--- src/rtl/mips_ctrl_pkg.sv ---
// Shared definitions for the multi-cycle MIPS control path: FSM states, ALU class
// codes, opcode/func constants, and the Moore control-word table.
package mips_ctrl_pkg;

    typedef enum logic [3:0] {
        ST_IDLE, ST_FETCH, ST_DECODE, ST_EXEC_R, ST_EXEC_I, ST_MEMADDR, ST_MEM_RD,
        ST_MEM_WR, ST_WB_R, ST_WB_I, ST_WB_MEM, ST_BRANCH, ST_JUMP, ST_TRAP
    } state_t;

    localparam logic [2:0] ALU_ADD   = 3'b000;
    localparam logic [2:0] ALU_SUB   = 3'b001;
    localparam logic [2:0] ALU_RTYPE = 3'b010;
    localparam logic [2:0] ALU_SLTIU = 3'b011;
    localparam logic [2:0] ALU_SLTI  = 3'b100;
    localparam logic [2:0] ALU_LUI   = 3'b101;

    localparam logic [5:0] OP_RTYPE = 6'b000000;
    localparam logic [5:0] OP_J     = 6'b000010;
    localparam logic [5:0] OP_JAL   = 6'b000011;
    localparam logic [5:0] OP_BEQ   = 6'b000100;
    localparam logic [5:0] OP_BNE   = 6'b000101;
    localparam logic [5:0] OP_ADDIU = 6'b001001;
    localparam logic [5:0] OP_SLTI  = 6'b001010;
    localparam logic [5:0] OP_SLTIU = 6'b001011;
    localparam logic [5:0] OP_LUI   = 6'b001111;
    localparam logic [5:0] OP_LW    = 6'b100011;
    localparam logic [5:0] OP_SW    = 6'b101011;

    localparam logic [5:0] FN_SLL  = 6'b000000;
    localparam logic [5:0] FN_JR   = 6'b001000;
    localparam logic [5:0] FN_ADDU = 6'b100001;
    localparam logic [5:0] FN_SUBU = 6'b100011;
    localparam logic [5:0] FN_OR   = 6'b100101;
    localparam logic [5:0] FN_SLT  = 6'b101010;

    // One-hot instruction class; rtype excludes JR, bad covers everything unsupported.
    typedef struct packed {
        logic rtype;
        logic jr;
        logic addiu;
        logic slti;
        logic sltiu;
        logic lui;
        logic lw;
        logic sw;
        logic beq;
        logic bne;
        logic j;
        logic jal;
        logic bad;
    } iclass_t;

    typedef struct packed {
        logic       mem_req;
        logic       mem_we;
        logic       pc_write;
        logic       reg_write;
        logic [1:0] reg_dst;
        logic [1:0] mem_to_reg;
        logic       alu_src_a;
        logic [1:0] alu_src_b;
        logic [1:0] pc_source;
        logic [2:0] alu_op;
    } ctrl_t;

    // State-only control word; the FETCH ack and BRANCH zero terms are added by the FSM.
    function automatic ctrl_t moore_ctrl(input state_t st, input iclass_t c);
        ctrl_t o;
        o = '0;
        case (st)
            ST_FETCH: begin
                o.mem_req   = 1'b1;
                o.alu_src_b = 2'b01;
            end
            ST_DECODE: o.alu_src_b = 2'b11;
            ST_EXEC_R: begin
                o.alu_op    = ALU_RTYPE;
                o.alu_src_a = 1'b1;
                if (c.jr) begin
                    o.pc_write  = 1'b1;
                    o.pc_source = 2'b11;
                end
            end
            ST_EXEC_I: begin
                o.alu_src_a = 1'b1;
                o.alu_src_b = 2'b10;
                o.alu_op    = c.sltiu ? ALU_SLTIU :
                              c.slti  ? ALU_SLTI  :
                              c.lui   ? ALU_LUI   : ALU_ADD;
            end
            ST_MEMADDR: begin
                o.alu_src_a = 1'b1;
                o.alu_src_b = 2'b10;
            end
            ST_MEM_RD: o.mem_req = 1'b1;
            ST_MEM_WR: begin
                o.mem_req = 1'b1;
                o.mem_we  = 1'b1;
            end
            ST_WB_R: begin
                o.reg_write = 1'b1;
                o.reg_dst   = 2'b01;
            end
            ST_WB_I: o.reg_write = 1'b1;
            ST_WB_MEM: begin
                o.reg_write  = 1'b1;
                o.mem_to_reg = 2'b01;
            end
            ST_BRANCH: begin
                o.alu_op    = ALU_SUB;
                o.alu_src_a = 1'b1;
                o.pc_source = 2'b01;
            end
            ST_JUMP: begin
                o.pc_write  = 1'b1;
                o.pc_source = 2'b10;
                if (c.jal) begin
                    o.reg_write  = 1'b1;
                    o.reg_dst    = 2'b10;
                    o.mem_to_reg = 2'b10;
                end
            end
            default: ;
        endcase
        return o;
    endfunction

endpackage

--- src/rtl/mips_ctrl_decode.sv ---
// Combinational opcode/func classifier producing a one-hot instruction class.
module mips_ctrl_decode
    import mips_ctrl_pkg::*;
(
    input  logic [5:0] opcode,
    input  logic [5:0] func,
    output iclass_t    cls
);

    always_comb begin
        cls = '0;
        case (opcode)
            OP_RTYPE: begin
                case (func)
                    FN_ADDU, FN_SUBU, FN_OR, FN_SLT, FN_SLL: cls.rtype = 1'b1;
                    FN_JR:                                   cls.jr    = 1'b1;
                    default:                                 cls.bad   = 1'b1;
                endcase
            end
            OP_ADDIU: cls.addiu = 1'b1;
            OP_SLTI:  cls.slti  = 1'b1;
            OP_SLTIU: cls.sltiu = 1'b1;
            OP_LUI:   cls.lui   = 1'b1;
            OP_LW:    cls.lw    = 1'b1;
            OP_SW:    cls.sw    = 1'b1;
            OP_BEQ:   cls.beq   = 1'b1;
            OP_BNE:   cls.bne   = 1'b1;
            OP_J:     cls.j     = 1'b1;
            OP_JAL:   cls.jal   = 1'b1;
            default:  cls.bad   = 1'b1;
        endcase
    end

endmodule

--- src/rtl/mips_mc_control.sv ---
// Multi-cycle MIPS main control FSM with retired-instruction counter.
// Optional MIPS_MC_CTRL_ILLEGAL_TRAP_EN: unsupported instructions trap and raise `illegal`.
module mips_mc_control
    import mips_ctrl_pkg::*;
(
    input  logic        clk,
    input  logic        resetn,
    input  logic [5:0]  opcode,
    input  logic [5:0]  func,
    input  logic        zero,
    input  logic        mem_ack,
    output logic        mem_req,
    output logic        mem_we,
    output logic [2:0]  alu_op,
    output logic        pc_write,
    output logic        ir_write,
    output logic        reg_write,
    output logic [1:0]  reg_dst,
    output logic [1:0]  mem_to_reg,
    output logic        alu_src_a,
    output logic [1:0]  alu_src_b,
    output logic [1:0]  pc_source,
    output logic [31:0] instret
`ifdef MIPS_MC_CTRL_ILLEGAL_TRAP_EN
    ,
    output logic        illegal
`endif
);

    state_t      state_q, state_d;
    iclass_t     cls_q, cls_d, cls_dec;
    ctrl_t       ctl_q;
    logic [31:0] instret_q;
    logic        retire;
    logic        in_fetch, in_branch;

    mips_ctrl_decode u_decode (
        .opcode (opcode),
        .func   (func),
        .cls    (cls_dec)
    );

    always_comb begin
        state_d = state_q;
        cls_d   = cls_q;
        case (state_q)
            ST_IDLE:  state_d = ST_FETCH;
            ST_FETCH: if (mem_ack) state_d = ST_DECODE;
            ST_DECODE: begin
                cls_d = cls_dec;
                if (cls_dec.bad) begin
`ifdef MIPS_MC_CTRL_ILLEGAL_TRAP_EN
                    state_d = ST_TRAP;
`else
                    state_d = ST_FETCH;
`endif
                end else if (cls_dec.rtype | cls_dec.jr) begin
                    state_d = ST_EXEC_R;
                end else if (cls_dec.addiu | cls_dec.slti | cls_dec.sltiu | cls_dec.lui) begin
                    state_d = ST_EXEC_I;
                end else if (cls_dec.lw | cls_dec.sw) begin
                    state_d = ST_MEMADDR;
                end else if (cls_dec.beq | cls_dec.bne) begin
                    state_d = ST_BRANCH;
                end else if (cls_dec.j | cls_dec.jal) begin
                    state_d = ST_JUMP;
                end else begin
                    state_d = ST_FETCH;
                end
            end
            ST_EXEC_R:  state_d = cls_q.jr ? ST_FETCH : ST_WB_R;
            ST_EXEC_I:  state_d = ST_WB_I;
            ST_MEMADDR: state_d = cls_q.lw ? ST_MEM_RD : ST_MEM_WR;
            ST_MEM_RD:  if (mem_ack) state_d = ST_WB_MEM;
            ST_MEM_WR:  if (mem_ack) state_d = ST_FETCH;
            ST_WB_R, ST_WB_I, ST_WB_MEM, ST_BRANCH, ST_JUMP: state_d = ST_FETCH;
            ST_TRAP:    state_d = ST_TRAP;
            default:    state_d = ST_IDLE;
        endcase
    end

    // Staying in FETCH while waiting is not a retirement; only arrivals count.
    assign retire = (state_d == ST_FETCH) && (state_q != ST_FETCH) &&
                    (state_q != ST_IDLE) && (state_q != ST_TRAP);

    always_ff @(posedge clk or negedge resetn) begin
        if (!resetn) begin
            state_q   <= ST_IDLE;
            cls_q     <= '0;
            ctl_q     <= '0;
            instret_q <= '0;
        end else begin
            state_q <= state_d;
            cls_q   <= cls_d;
            ctl_q   <= moore_ctrl(state_d, cls_d);
            if (retire) instret_q <= instret_q + 32'd1;
        end
    end

`ifdef MIPS_MC_CTRL_ILLEGAL_TRAP_EN
    logic illegal_q;

    always_ff @(posedge clk or negedge resetn) begin
        if (!resetn) begin
            illegal_q <= 1'b0;
        end else if (state_d == ST_TRAP) begin
            illegal_q <= 1'b1;
        end
    end

    assign illegal = illegal_q;
`endif

    assign in_fetch  = (state_q == ST_FETCH);
    assign in_branch = (state_q == ST_BRANCH);

    assign mem_req    = ctl_q.mem_req;
    assign mem_we     = ctl_q.mem_we;
    assign alu_op     = ctl_q.alu_op;
    assign reg_write  = ctl_q.reg_write;
    assign reg_dst    = ctl_q.reg_dst;
    assign mem_to_reg = ctl_q.mem_to_reg;
    assign alu_src_a  = ctl_q.alu_src_a;
    assign alu_src_b  = ctl_q.alu_src_b;
    assign pc_source  = ctl_q.pc_source;
    assign ir_write   = in_fetch & mem_ack;
    assign pc_write   = ctl_q.pc_write | (in_fetch & mem_ack) |
                        (in_branch & (zero ^ cls_q.bne));
    assign instret    = instret_q;

endmodule

--- config.mk ---
export PLATFORM = sky130hd
export DESIGN_NAME = mips_mc_control
export DESIGN_NICKNAME = d
export VERILOG_FILES = /design/src/rtl/mips_ctrl_pkg.sv /design/src/rtl/mips_ctrl_decode.sv /design/src/rtl/mips_mc_control.sv
export SDC_FILE = /design/constraint.sdc
export NUM_CORES = 1
export LEC_CHECK = 0
export CAP_MARGIN = 20
export CORE_MARGIN = 8
export CORE_UTILIZATION = 54
export CTS_CLUSTER_SIZE = 16
export DETAILED_ROUTE_END_ITERATION = 16
export PLACE_DENSITY = 0.95
export SLEW_MARGIN = 20
export SYNTH_ARGS = -nofsm -noshare
export SYNTH_HDL_FRONTEND = slang
export SYNTH_SLANG_ARGS = --single-unit
--- constraint.sdc ---
create_clock -name clk -period 3.8 [get_ports clk]
set_clock_uncertainty 0.2 [all_clocks]
set_input_delay 0.76 -clock clk [delete_from_list [all_inputs] [get_ports clk]]
set_output_delay 0.76 -clock clk [all_outputs]
set_load 0.01 [all_outputs]
* Word-level counts from Yosys, hierarchy flattened
Index checks and enable logic that the tools add are counted.
** Operators by class
- Bitwise logic cells :: 12
- Equality and inequality tests :: 42
- Multiplexer cells :: 44
- Reductions and logical operators :: 15
- $add $sub $neg :: 1
** Operators with widths (number)
- 4-bit equality test (second input constant) :: 11
- 4-bit two-way mux :: 10
- 6-bit equality test (second input constant) :: 6
- 4-bit case mux with 9 select lines :: 1
- 32-bit by 1-bit adder with 32-bit output (second input constant) :: 1
- 4-bit by 3-bit equality test with 1-bit output (second input constant) :: 8
- 6-bit by 4-bit equality test with 1-bit output (second input constant) :: 5
- 1-bit two-way mux :: 18
- 4-bit by 2-bit equality test with 1-bit output (second input constant) :: 4
- 6-bit by 2-bit equality test with 1-bit output (second input constant) :: 2
- 6-bit by 3-bit equality test with 1-bit output (second input constant) :: 2
- 6-bit logical NOT :: 2
- 12-bit two-way mux :: 1
- 2-bit case mux with 3 select lines :: 2
- 6-bit OR reduction :: 2
- 10-bit OR reduction :: 1
- 3-bit two-way mux :: 3
- 1-bit bitwise OR :: 9
- 3-bit case mux with 3 select lines :: 1
- 4-bit by 1-bit equality test with 1-bit output (second input constant) :: 2
- 2-bit case mux with 2 select lines :: 2
- 1-bit case mux with 2 select lines :: 3
- 3-bit OR reduction :: 2
- 5-bit two-way mux :: 1
- 11 further kinds :: 15
** Storage, ports and cells
- Output and inout port bits :: 49
- Bits in registers :: 64
- Logic and storage cells :: 138
- Bits of input ports :: 16

* Depth between registers and ports, before layout
- Word-level depth :: 14
- Gate-level depth with buffers :: 8
- Gate-level depth less buffers :: 7

* By module
From an unflattened synthesis, not the netlist that was laid out.
** Unflattened totals
- Cells, all modules :: 316
- Area, all modules :: 3123.0 um^2
** By module, submodules not included
- mips_mc_control :: times used 1, sequential area each 1476.4 um^2, area each 2895.3 um^2, cells an instance 276
- mips_ctrl_decode :: times used 1, sequential area each 0.0 um^2, area each 227.7 um^2, cells an instance 40

* Worst setup path after synthesis
OpenSTA, ideal clock, no wires.
- Path kind :: input -> register
- Start :: input port opcode[0]
- End :: register instret_q[27] (netlist: instret[27])
- Setup slack :: 1.070 ns
- Library setup time :: 0.125 ns
- Path buffers :: 1
- Data arrival time :: 2.405 ns
- Cell stages on the path :: 6
- Data required time :: 3.475 ns
- Cells stage by stage :: clkbuf_1 > nor4b_1 > a221oi_1 > o311ai_4 > or4b_1 > xnor2_1
** Between the ends
- Longest elaborated chain between the ends :: 14
- Elaborated cells on any way between the ends :: 42
- Those cells by class :: 11 x eq/ne; 19 x mux; 7 x bitwise; 5 x reduce/logical
** Ends and longest elaborated chain
- start: declaration :: line mips_mc_control.sv:8 : input logic [5:0] opcode,
- 6-bit by 2-bit equality test with 1-bit output :: line mips_ctrl_decode.sv:12 : case (opcode)
- 1-bit two-way mux :: line mips_ctrl_decode.sv:12
- 1-bit bitwise OR :: line mips_mc_control.sv:65 : end else if (cls_dec.j | cls_dec.jal) begin
- 4-bit two-way mux :: line mips_mc_control.sv:65
- 4-bit two-way mux :: line mips_mc_control.sv:63 : end else if (cls_dec.beq | cls_dec.bne) begin
- 4-bit two-way mux :: line mips_mc_control.sv:61 : end else if (cls_dec.lw | cls_dec.sw) begin
- 4-bit two-way mux :: line mips_mc_control.sv:59 : end else if (cls_dec.addiu | cls_dec.slti | cls_dec.sltiu | cls_dec.lui) begin
- 4-bit two-way mux :: line mips_mc_control.sv:57 : end else if (cls_dec.rtype | cls_dec.jr) begin
- 4-bit two-way mux * :: line mips_mc_control.sv:51 : if (cls_dec.bad) begin
- 4-bit case mux with 9 select lines * :: line mips_mc_control.sv:46 : case (state_q)
- 4-bit by 1-bit equality test with 1-bit output * :: line mips_mc_control.sv:83 : assign retire = (state_d == ST_FETCH) && (state_q != ST_FETCH) &&
- 1-bit logical AND * (2 in a row) :: line mips_mc_control.sv:83
- 1-bit logical AND * :: line mips_mc_control.sv:84 : (state_q != ST_IDLE) && (state_q != ST_TRAP);
- end signal: assignment :: line mips_mc_control.sv:96 : if (retire) instret_q <= instret_q + 32'd1;
- end: declaration :: line mips_mc_control.sv:33 : logic [31:0] instret_q;
Every way passes the cells marked *; elsewhere a longest branch is shown, timed or not.
A chain may end at the register's enable or synchronous reset.

* Final worst setup path
- Start :: input port opcode[0]
- End :: register instret_q[12] (netlist: instret[12])
Same word-level chain as after synthesis.

==> impl_metrics.tcl <==
set metrics [dict create \
    outcome "complete, no violations" \
    rr_worst_depth 6 \
    synth_ff_type "dfrtp_1" \
    grt_start_max_net_pins 39 \
    seqCellArea_mm2 0.00140 \
    fillers 410 \
    swShare_pct 38.9 \
    drive_gt1_share_pct 8.38 \
    crit_fanout 22 \
    regToRegSetupSlack_ps 510 \
    cp_data_required_time_ps 3780 \
    wirelength_mm 6.84 \
    die-area_mm2 0.00814 \
    slew_headroom_pct 39.7 \
    p_leak_nw 1.71 \
    clock-sinks 56 \
    hold_class "register to register" \
    clk_path_buf_depth 2 \
    clk_root_buffer_cell "clkbuf_8" \
    dp_hpwl_mm 5.14 \
    clock_power_share_pct 17.3 \
    io_pins 65 \
    gp_congestion 0.847 \
    antenna_found_initial 0 \
    post_cts_buffers 0 \
    drt_iter0_drc 105 \
    avgSynthCellArea_um2 10.2 \
    max_freq_ghz 0.302 \
    ant_nets 0 \
    end_kind "register" \
    post_drt_via_cell_ratio 5.66 \
    hold_viol_final 0 \
    insertion_delay_ps 310 \
    wl_per_cell_um 16.4 \
    start_util_pct 55.0 \
    drc 0 \
    grt_pass1_wl_mm 11.5 \
    total_power_w 0.00182 \
    critPathLaunch "opcode[0]" \
    min_to "instret[31]" \
    hold_ws_ps 268 \
    r2r-end "instret[12]" \
    power.density_mw_per_mm2 494 \
    seq_area_frac_synth_pct 47.1 \
    rsz0062_at_grt "false" \
    chipHeight_um 90.2 \
    rows 27 \
    die_w_um 90.2 \
    nets 362 \
    hp-start "instret[31]" \
    combPwrFrac_pct 41.5 \
    syn_inst 291 \
    cap_violations 0 \
    async_flop_share_pct 100 \
    startpoint_type "input port" \
    area_growth_pct 24.2 \
    vias 2367 \
    numCtsBuffers 5 \
    syn_area_mm2 0.00297 \
    switchingPower_w 0.000710 \
    clk_pin_slew_worst_paths_ps 100 \
    pwr-share-seq_pct 41.2 \
    rr_startpoint "state_q[0]" \
    worst_ep_arrival_time_ps 3290 \
    grt_pass1_vias 2337 \
    core_mm2 0.00541 \
    worst_slew_pin_slew_ps 903 \
    ir_drop_mv 0.335 \
    ys_warn_count 0 \
    syn_nets 308 \
    cts_resized 0 \
    maxSlewViolCount 0 \
    largest_reg_flops 32 \
    hold_path_depth 1 \
    grt.total_usage_pct 16.8 \
    setup_tns_ps 0 \
    power.internal_w 0.00111 \
    cts_hold_buf 0 \
    drt-pass1-iter-count 5 \
    io_buffers 64 \
    diodes 0 \
    ys_seq_elements 56 \
    multi_input_comb_area_mm2 0.00138 \
    htreeDepth 2 \
    setup_viol 0 \
    synth-edff-count 0 \
    finalCriticalPeriod_ps 3310 \
    grt-ovfl-total 0 \
    yosys.cell_types.count 56 \
    cts_tree "built" \
    fin_crit_sh_pct 87.2 \
    criticalPathCategory "input port to register" \
]
[cell usage after synthesis (all sizes together), types with 3 or more instances]
| master | number | share of area, % |
|---|---|---|
| or4b | 3 | 1.1 |
| nor3 | 11 | 1.9 |
| a21oi | 3 | 0.50 |
| dfrtp | 56 | 47 |
| xor2 | 29 | 8.5 |
| nor4 | 15 | 3.2 |
| and4 | 3 | 0.88 |
| nand3 | 13 | 2.4 |
| and3 | 8 | 1.7 |
| or3 | 3 | 0.63 |
| inv | 12 | 1.5 |
| nand2b | 4 | 0.84 |
| nor3b | 5 | 1.3 |
| nor4b | 5 | 1.5 |
| clkbuf | 8 | 1.0 |
| o31ai | 4 | 1.0 |
| xnor2 | 4 | 1.2 |
| buf | 16 | 4.0 |
| nand3b | 3 | 0.76 |
| nor2b | 4 | 0.84 |
| o21ai | 10 | 1.8 |
| nand2 | 25 | 3.2 |
| nor2 | 10 | 1.3 |
| nand4 | 6 | 1.3 |
[cell usage in the layout (no fill, tap or decap), types with 6 or more instances in the layout]
master / n
o21ai_0: 9
nand3_1: 12
xor2_1: 29
nand2_1: 25
buf_4: 7
nand4_1: 6
dfrtp_1: 56
nor2_1: 9
and3_1: 8
clkdlybuf4s50_1: 63
nor3_1: 11
inv_1: 12
nor4_1: 15
[power groups by stage]
stage | sequential (W) | combinational (W) | clock [W]
detailed placement | 0.000760 | 0.000751 | 0
global placement | 0.000758 | 0.000731 | 0
finish | 0.000752 | 0.000757 | 0.000315
floorplan | 0.000736 | 0.000540 | 0
global route | 0.000766 | 0.000824 | 0.000346
CTS | 0.000749 | 0.000756 | 0.000320
[metal layers]
layer  share of wire [%]  GRT usage [%]  vias to the layer above
met5                   0              0                        -
met4                 1.4           5.55                        0
met3                 6.6           4.32                        8
met2                  47           26.3                       78
met1                  45           22.0                     1132
li1                    -              -                     1149
[critical path, cell delays in order]
cell	delay [ps]
clkdlybuf4s50_1	540
nor4b_1	380
a221oi_1	140
buf_4	160
o311ai_4	780
buf_4	290
nor4_1	80
xor2_1	170
[cell families (layout without fill, tap and decap cells)]
family	after synthesis	in the layout	share of synthesized area, %
compound gates	36	36	10.4
simple gates	128	128	25.4
xor+xnor	33	33	9.72
mux	1	1	0.505
buf+inv	36	91	6.48
fa+ha+maj	1	1	0.421
flops	56	56	47.1
[metrics by stage]
| stage | utilization (%) | instance area [um^2] | setup WS, ps | instances |
|---|---|---|---|---|
| floorplan | - | 2970 | 1070 | 291 |
| global placement | 66.7 | 3600 | 310 | 410 |
| detailed placement | 66.7 | 3600 | 176 | 410 |
| CTS | 68.3 | 3690 | 485 | 418 |
| global route | 68.3 | 3690 | 195 | 418 |
| finish | 68.3 | 3690 | 486 | 418 |
[worst max path at each step]
stage / depth (start not counted) / endpoint / slack [ps]
after floorplan: 6 / instret[27] / 1070
after global placement: 8 / instret[14] / 310
after detailed placement: 8 / instret[12] / 180
after CTS: 8 / instret[12] / 490
after global routing: 8 / instret[12] / 200
final: 8 / instret[12] / 490
[area by class of cell]
class,count,share of cell area (%)
Inverter,12,1.22
Clock buffer,5,1.86
Multi-Input combinational cell,199,37.4
Sequential cell,56,38.0
Tap cell,72,2.44
Clock inverter,3,0.508
Timing Repair Buffer,71,18.6
No activity file was read; power rests on OpenSTA's default activity.
